===== src/rtl/j_wbscore_pkg.sv =====
// Shared definitions for the Jerry DSP write-back scoreboard.
//   AW            register address width (bank bit + 5-bit register index)
//   REG_BANK_BIT  position of the bank-select bit inside an address
//   DEPTH_MIN/MAX legal range for the number of outstanding write-backs
//   CNT_W         width of the occupancy counter
//   wbs_entry_t   one pending write-back record {valid, addr}
//   addr_hit()    valid-gated full-width address equality
package j_wbscore_pkg;

  localparam int AW           = 6;
  localparam int REG_BANK_BIT = 5;
  localparam int DEPTH_MIN    = 2;
  localparam int DEPTH_MAX    = 8;
  localparam int CNT_W        = 4;

  typedef struct packed {
    logic          valid;
    logic [AW-1:0] addr;
  } wbs_entry_t;

  // Bitwise XNOR, AND-reduced, gated by valid; the bank bit takes part like any other bit.
  function automatic logic addr_hit(input wbs_entry_t e, input logic [AW-1:0] x);
    return e.valid & (&(e.addr ~^ x));
  endfunction

endpackage


===== src/rtl/j_wbs_match.sv =====
// One scoreboard slot: holds a single {valid, addr} record and compares it
// against the three live addresses of the instruction at the issue stage.
//   clk_i, rst_ni  clock and asynchronous active-low reset
//   flush_i        clears the valid bit (wins over set/clear)
//   set_i, addr_i  load a new pending destination into this slot
//   clr_i          drop the valid bit (this slot is the retiring head)
//   srca_i/srcb_i/dsta_i  addresses to compare
//   addr_o         stored address (feeds the retire_addr mux)
//   match_*_o      slot is valid and equals the corresponding address
module j_wbs_match
  import j_wbscore_pkg::*;
(
  input  logic          clk_i,
  input  logic          rst_ni,
  input  logic          flush_i,
  input  logic          set_i,
  input  logic [AW-1:0] addr_i,
  input  logic          clr_i,
  input  logic [AW-1:0] srca_i,
  input  logic [AW-1:0] srcb_i,
  input  logic [AW-1:0] dsta_i,
  output logic [AW-1:0] addr_o,
  output logic          match_a_o,
  output logic          match_b_o,
  output logic          match_d_o
);

  wbs_entry_t entry_q;
  wbs_entry_t entry_d;

  // Next-state selection for the slot record; flush only drops valid, stale addr is harmless.
  always_comb begin
    entry_d = entry_q;
    if (flush_i) begin
      entry_d.valid = 1'b0;
    end else if (set_i) begin
      entry_d.valid = 1'b1;
      entry_d.addr  = addr_i;
    end else if (clr_i) begin
      entry_d.valid = 1'b0;
    end else begin
      entry_d = entry_q;
    end
  end

  // Slot storage register, fully cleared on reset so retire_addr reads 0 afterwards.
  always_ff @(posedge clk_i or negedge rst_ni) begin
    if (!rst_ni) begin
      entry_q <= '{valid: 1'b0, addr: {AW{1'b0}}};
    end else begin
      entry_q <= entry_d;
    end
  end

  assign addr_o    = entry_q.addr;
  assign match_a_o = addr_hit(entry_q, srca_i);
  assign match_b_o = addr_hit(entry_q, srcb_i);
  assign match_d_o = addr_hit(entry_q, dsta_i);

endmodule


===== src/rtl/j_wbscore.sv =====
// Write-back scoreboard: in-order FIFO of pending destination registers with
// hazard detection against all in-flight entries.
//   sys_clk, resetl       clock, asynchronous active-low reset
//   flush                 synchronous clear of every pending entry (highest priority)
//   issue_valid/addr      push a destination; accepted when issue_ready
//   issue_ready           a slot is free (depends on registered count only)
//   retire_valid          pop the oldest entry
//   retire_addr           address at the head of the FIFO
//   srca/srcb/dsta        issue-stage addresses; hazard_a/b/d flag a pending match
//   count, empty          occupancy
//   retire_err            registered one-cycle pulse for a retire while empty
module j_wbscore
  import j_wbscore_pkg::*;
#(
  parameter int DEPTH = 4
) (
  input  logic             sys_clk,
  input  logic             resetl,
  input  logic             flush,
  input  logic             issue_valid,
  input  logic [AW-1:0]    issue_addr,
  output logic             issue_ready,
  input  logic             retire_valid,
  output logic [AW-1:0]    retire_addr,
  input  logic [AW-1:0]    srca,
  input  logic [AW-1:0]    srcb,
  input  logic [AW-1:0]    dsta,
  output logic             hazard_a,
  output logic             hazard_b,
  output logic             hazard_d,
  output logic [CNT_W-1:0] count,
  output logic             empty,
  output logic             retire_err
);

  localparam int                PW       = (DEPTH > 2) ? $clog2(DEPTH) : 1;
  localparam logic [PW-1:0]     LAST_PTR = PW'(DEPTH - 1);
  localparam logic [CNT_W-1:0]  FULL_CNT = CNT_W'(DEPTH);

  logic [PW-1:0]    wr_q, wr_d;
  logic [PW-1:0]    rd_q, rd_d;
  logic [CNT_W-1:0] count_q, count_d;
  logic             retire_err_q, retire_err_d;

  logic             empty_s;
  logic             ready_s;
  logic             accept_s;
  logic             pop_s;
  logic [DEPTH-1:0] match_a_s;
  logic [DEPTH-1:0] match_b_s;
  logic [DEPTH-1:0] match_d_s;
  logic [AW-1:0]    addr_s [DEPTH];

  function automatic logic [PW-1:0] ptr_inc(input logic [PW-1:0] p);
    return (p == LAST_PTR) ? {PW{1'b0}} : (p + PW'(1));
  endfunction

  assign empty_s  = (count_q == {CNT_W{1'b0}});
  assign ready_s  = (count_q != FULL_CNT);
  // Flush discards any concurrent issue or retire.
  assign accept_s = issue_valid & ready_s & ~flush;
  assign pop_s    = retire_valid & ~empty_s & ~flush;

  // Pointer, occupancy and error-pulse next-state logic.
  always_comb begin
    wr_d         = wr_q;
    rd_d         = rd_q;
    count_d      = count_q;
    retire_err_d = 1'b0;
    if (flush) begin
      wr_d         = {PW{1'b0}};
      rd_d         = {PW{1'b0}};
      count_d      = {CNT_W{1'b0}};
      retire_err_d = 1'b0;
    end else begin
      if (accept_s) begin
        wr_d = ptr_inc(wr_q);
      end else begin
        wr_d = wr_q;
      end
      if (pop_s) begin
        rd_d = ptr_inc(rd_q);
      end else begin
        rd_d = rd_q;
      end
      count_d      = count_q + CNT_W'(accept_s) - CNT_W'(pop_s);
      retire_err_d = retire_valid & empty_s;
    end
  end

  // Control-state registers.
  always_ff @(posedge sys_clk or negedge resetl) begin
    if (!resetl) begin
      wr_q         <= {PW{1'b0}};
      rd_q         <= {PW{1'b0}};
      count_q      <= {CNT_W{1'b0}};
      retire_err_q <= 1'b0;
    end else begin
      wr_q         <= wr_d;
      rd_q         <= rd_d;
      count_q      <= count_d;
      retire_err_q <= retire_err_d;
    end
  end

  for (genvar i = 0; i < DEPTH; i++) begin : g_slot
    j_wbs_match u_match (
      .clk_i     (sys_clk),
      .rst_ni    (resetl),
      .flush_i   (flush),
      .set_i     (accept_s & (wr_q == PW'(i))),
      .addr_i    (issue_addr),
      .clr_i     (pop_s & (rd_q == PW'(i))),
      .srca_i    (srca),
      .srcb_i    (srcb),
      .dsta_i    (dsta),
      .addr_o    (addr_s[i]),
      .match_a_o (match_a_s[i]),
      .match_b_o (match_b_s[i]),
      .match_d_o (match_d_s[i])
    );
  end

  assign issue_ready = ready_s;
  assign retire_addr = addr_s[rd_q];
  assign hazard_a    = |match_a_s;
  assign hazard_b    = |match_b_s;
  assign hazard_d    = |match_d_s;
  assign count       = count_q;
  assign empty       = empty_s;
  assign retire_err  = retire_err_q;

endmodule


===== config.mk =====
export PLATFORM = sky130hd
export DESIGN_NAME = j_wbscore
export DESIGN_NICKNAME = d
export VERILOG_FILES = /design/src/rtl/j_wbscore_pkg.sv /design/src/rtl/j_wbs_match.sv /design/src/rtl/j_wbscore.sv
export SDC_FILE = /design/constraint.sdc
export NUM_CORES = 1
export LEC_CHECK = 0
export BUFFER_PORTS_ARGS = -buffer_cell sky130_fd_sc_hd__buf_2
export CAP_MARGIN = 20
export CORE_MARGIN = 2
export CORE_UTILIZATION = 40
export DETAILED_ROUTE_END_ITERATION = 6
export HOLD_SLACK_MARGIN = 0.08
export PLACE_DENSITY = 0.66
export SETUP_SLACK_MARGIN = 0.1
export SYNTH_ARGS = -nofsm -noshare
export SYNTH_HDL_FRONTEND = slang
export SYNTH_SLANG_ARGS = --single-unit

===== constraint.sdc =====
create_clock -name sys_clk -period 5.49 [get_ports sys_clk]
set_clock_uncertainty 0.1 [all_clocks]
set_input_delay 0.2745 -clock sys_clk [delete_from_list [all_inputs] [get_ports sys_clk]]
set_output_delay 0.2745 -clock sys_clk [all_outputs]
set_load 0.03 [all_outputs]

==> results.toml <==
[floorplanning]
dieArea_mm2 = 0.00776
dieWidth_um = 88.1
fp.dieH_um = 88.1
start_util_pct = 41.4
num_rows = 30
coreArea_mm2 = 0.00683
pin_count = 45

[drt]
vias = 1967
avgViaCountPerCell = 5.12
totalWireLength_um = 6460
drt_iter0_drc = 96
wl_per_cell_um = 16.8
antenna_left = 0
drt_drc_violations_left = 0
dr.pass1.iters = 4

[cts]
cts_buffers = 5
clock_path_buffers = 2
clk_pin_slew_ps = 70
post_cts_resized = 0
clock_latency_ps = 290
cts.sinks = 37
cts_tree = "done"
htreeDepth = 2
cts_root_buf = "clkbuf_8"

[worst_hold_path]
min_path_cells = 2
whs_endpoint = "retire_err$_DFF_PN0_"
min_from = "retire_valid"
min_path_type = "in -> reg"

[timing]
fin_crit_ps = 2940
rsz0062_at_grt = "false"
fmax_ghz = 0.340
worstMarginPinSlew_ps = 857
max-slew-margin-rel_pct = 42.9
setup_viol = 0
hold_viol = 0
finalCritPeriodShare_pct = 53.6
drv_slew = 0
tns_ps = 0

[critical_path]
start_kind = "register"
rr_endpoint = "count[2]$_DFF_PN0_"
criticalPathCategory = "reg -> reg"
crit_fanout = 5
r2r_setup_slack_ps = 2550
reg2reg_depth = 10
endpoint_kind = "register"
r2r-start = "count[2]$_DFF_PN0_"
worstPathArrival_ps = 3020
worstPathRequired_ps = 5570

[place]
io_buffers = 44
place_congestion = 0.885
place_hpwl_um = 4800

[power]
total_power_w = 0.00148
max-vdd-ir-drop_mv = 0.267
p_per_area_mw_per_mm2 = 461
power.leakage_nw = 1.50

[logic_synthesis]
synth_top_area_share_pct = 32.7
synthesis.area_mm2 = 0.00283
synth_nets = 292
yosysSeqAreaShare_pct = 32.7
syn_inst = 248
synth_area_per_cell_um2 = 11.4
yosys-top-cells-area = "dfrtp_1 (33%), mux2_4 (13%), xnor2_1 (12%), xor2_1 (11%), ha_1 (6.2%)"
ys_warn_count = 0
synth.distinct_cells = 29
yosysTopAreaCell = "dfrtp_1"
synth-seq-cells = 37

[grt]
grt_antenna_before_repair = 0
grt_overflow = 0
grt_first_pass_wirelength_um = 10400
grt_pass1_vias = 1976
track_usage_pct = 17.8
grt_max_degree = 38

[run]
cap_violations = 0

[final_layout]
final_nets = 332
layout-drive-gt1-share_pct = 29.5
area.growth.synth_to_final_pct = 13.2
final_common_cell = "buf_2"
final_cell_mix = "buf_2 (44), xnor2_1 (38), dfrtp_1 (37), xor2_1 (36), mux2_4 (24)"
antenna_cells = 0

[status]
status = "finished, final reports clean"
-- what timing repair did --
action                                 CTS  global route
endpoints found under the hold margin   37             0
hold buffers                             1             0
buffers inserted                         0             0
-- cell usage after synthesis --
| cell type | number |
|---|---|
| xnor2_1 | 38 |
| dfrtp_1 | 37 |
| xor2_1 | 36 |
| mux2_4 | 24 |
| inv_1 | 15 |
| ha_1 | 14 |
| nand4_1 | 12 |
| nor4_1 | 12 |
| nand2_1 | 11 |
| mux4_2 | 6 |
| a21oi_1 | 5 |
| clkbuf_2 | 5 |
| a211o_1 | 4 |
| buf_2 | 4 |
| nand2_8 | 4 |
| nor2_1 | 3 |
| or4_1 | 3 |
| clkbuf_1 | 2 |
| nor2b_1 | 2 |
| or3_1 | 2 |
| a21o_1 | 1 |
| and2_1 | 1 |
| and3b_1 | 1 |
| buf_6 | 1 |
| fa_1 | 1 |
| nand3_1 | 1 |
| nor3b_1 | 1 |
| or3b_1 | 1 |
| or3b_4 | 1 |
-- flip-flops by register name (all words and copies together) (netlist names) --
register and count:
count 4, g_slot.u_match.addr_o 24, g_slot.u_match.entry_q 4, rd_q 2
retire_err 1, wr_q 2
-- logic make-up after synthesis --
kind of cell             synth area share, %
AO/OA/AOI/OAI                           2.39
AND/OR/NAND/NOR                         13.4
buffers and inverters                   4.24
multiplexers                            17.5
XOR/XNOR                                22.9
adder cells (fa/ha/maj)                 6.90
flip-flops                              32.7
-- per-layer routing --
metal / part of all wire [%] / vias to the layer above / wire, µm / global-route usage (%)
li1: - / 931 / - / -
met1: 49 / 974 / 3150 / 25.6
met2: 45 / 52 / 2880 / 27.5
met3: 5.3 / 10 / 341 / 3.68
met4: 1.4 / 0 / 90 / 4.68
met5: 0 / - / 0 / 0
-- cell type report --
| class | count | area, µm² |
|---|---|---|
| Clock buffer | 7 | 86.3 |
| Fill cell | 668 | 3630 |
| Inverter | 15 | 56.3 |
| Multi-Input combinational cell | 184 | 1780 |
| Sequential cell | 37 | 926 |
| Tap cell | 96 | 120 |
| Timing Repair Buffer | 45 | 230 |
-- through the flow --
step,area (µm²),utilization (%),hold WS (ps),cells,setup WS [ps]
floorplan,2830,-,-121,248,2730
global placement,3110,45.5,334,376,2600
detailed placement,3110,45.5,342,376,2530
CTS,3200,46.9,136,384,2510
global route,3200,46.9,151,384,2350
finish,3200,46.9,147,384,2550
-- power by group --
group	leakage, nW	internal, W	switching, W	total, W
Sequential	0.477	0.000366	0.000188	0.000554
Combinational	0.982	0.000381	0.000340	0.000721
Clock	0.0443	0.0000998	0.000100	0.000200
Total	1.50	0.000847	0.000628	0.00148
-- how the worst max path moves through the flow --
stage | from | to | slack [ps] | depth (start not counted)
after floorplan | count[3]$_DFF_PN0_ | count[2]$_DFF_PN0_ | 2730 | 12
after global placement | count[2]$_DFF_PN0_ | count[2]$_DFF_PN0_ | 2600 | 10
after detailed placement | count[2]$_DFF_PN0_ | count[2]$_DFF_PN0_ | 2530 | 10
after CTS | count[2]$_DFF_PN0_ | count[2]$_DFF_PN0_ | 2510 | 10
after global routing | count[2]$_DFF_PN0_ | count[2]$_DFF_PN0_ | 2350 | 10
final | count[2]$_DFF_PN0_ | count[2]$_DFF_PN0_ | 2550 | 10
-- critical path, cell delays in order, from the launching register on --
cell	delay, ps
dfrtp_1	400
ha_1	190
or3b_4	240
and3b_1	640
inv_1	100
ha_1	290
inv_1	40
ha_1	200
fa_1	400
xnor2_1	170
nor2_1	50
No activity file was read; power rests on OpenSTA's default activity.
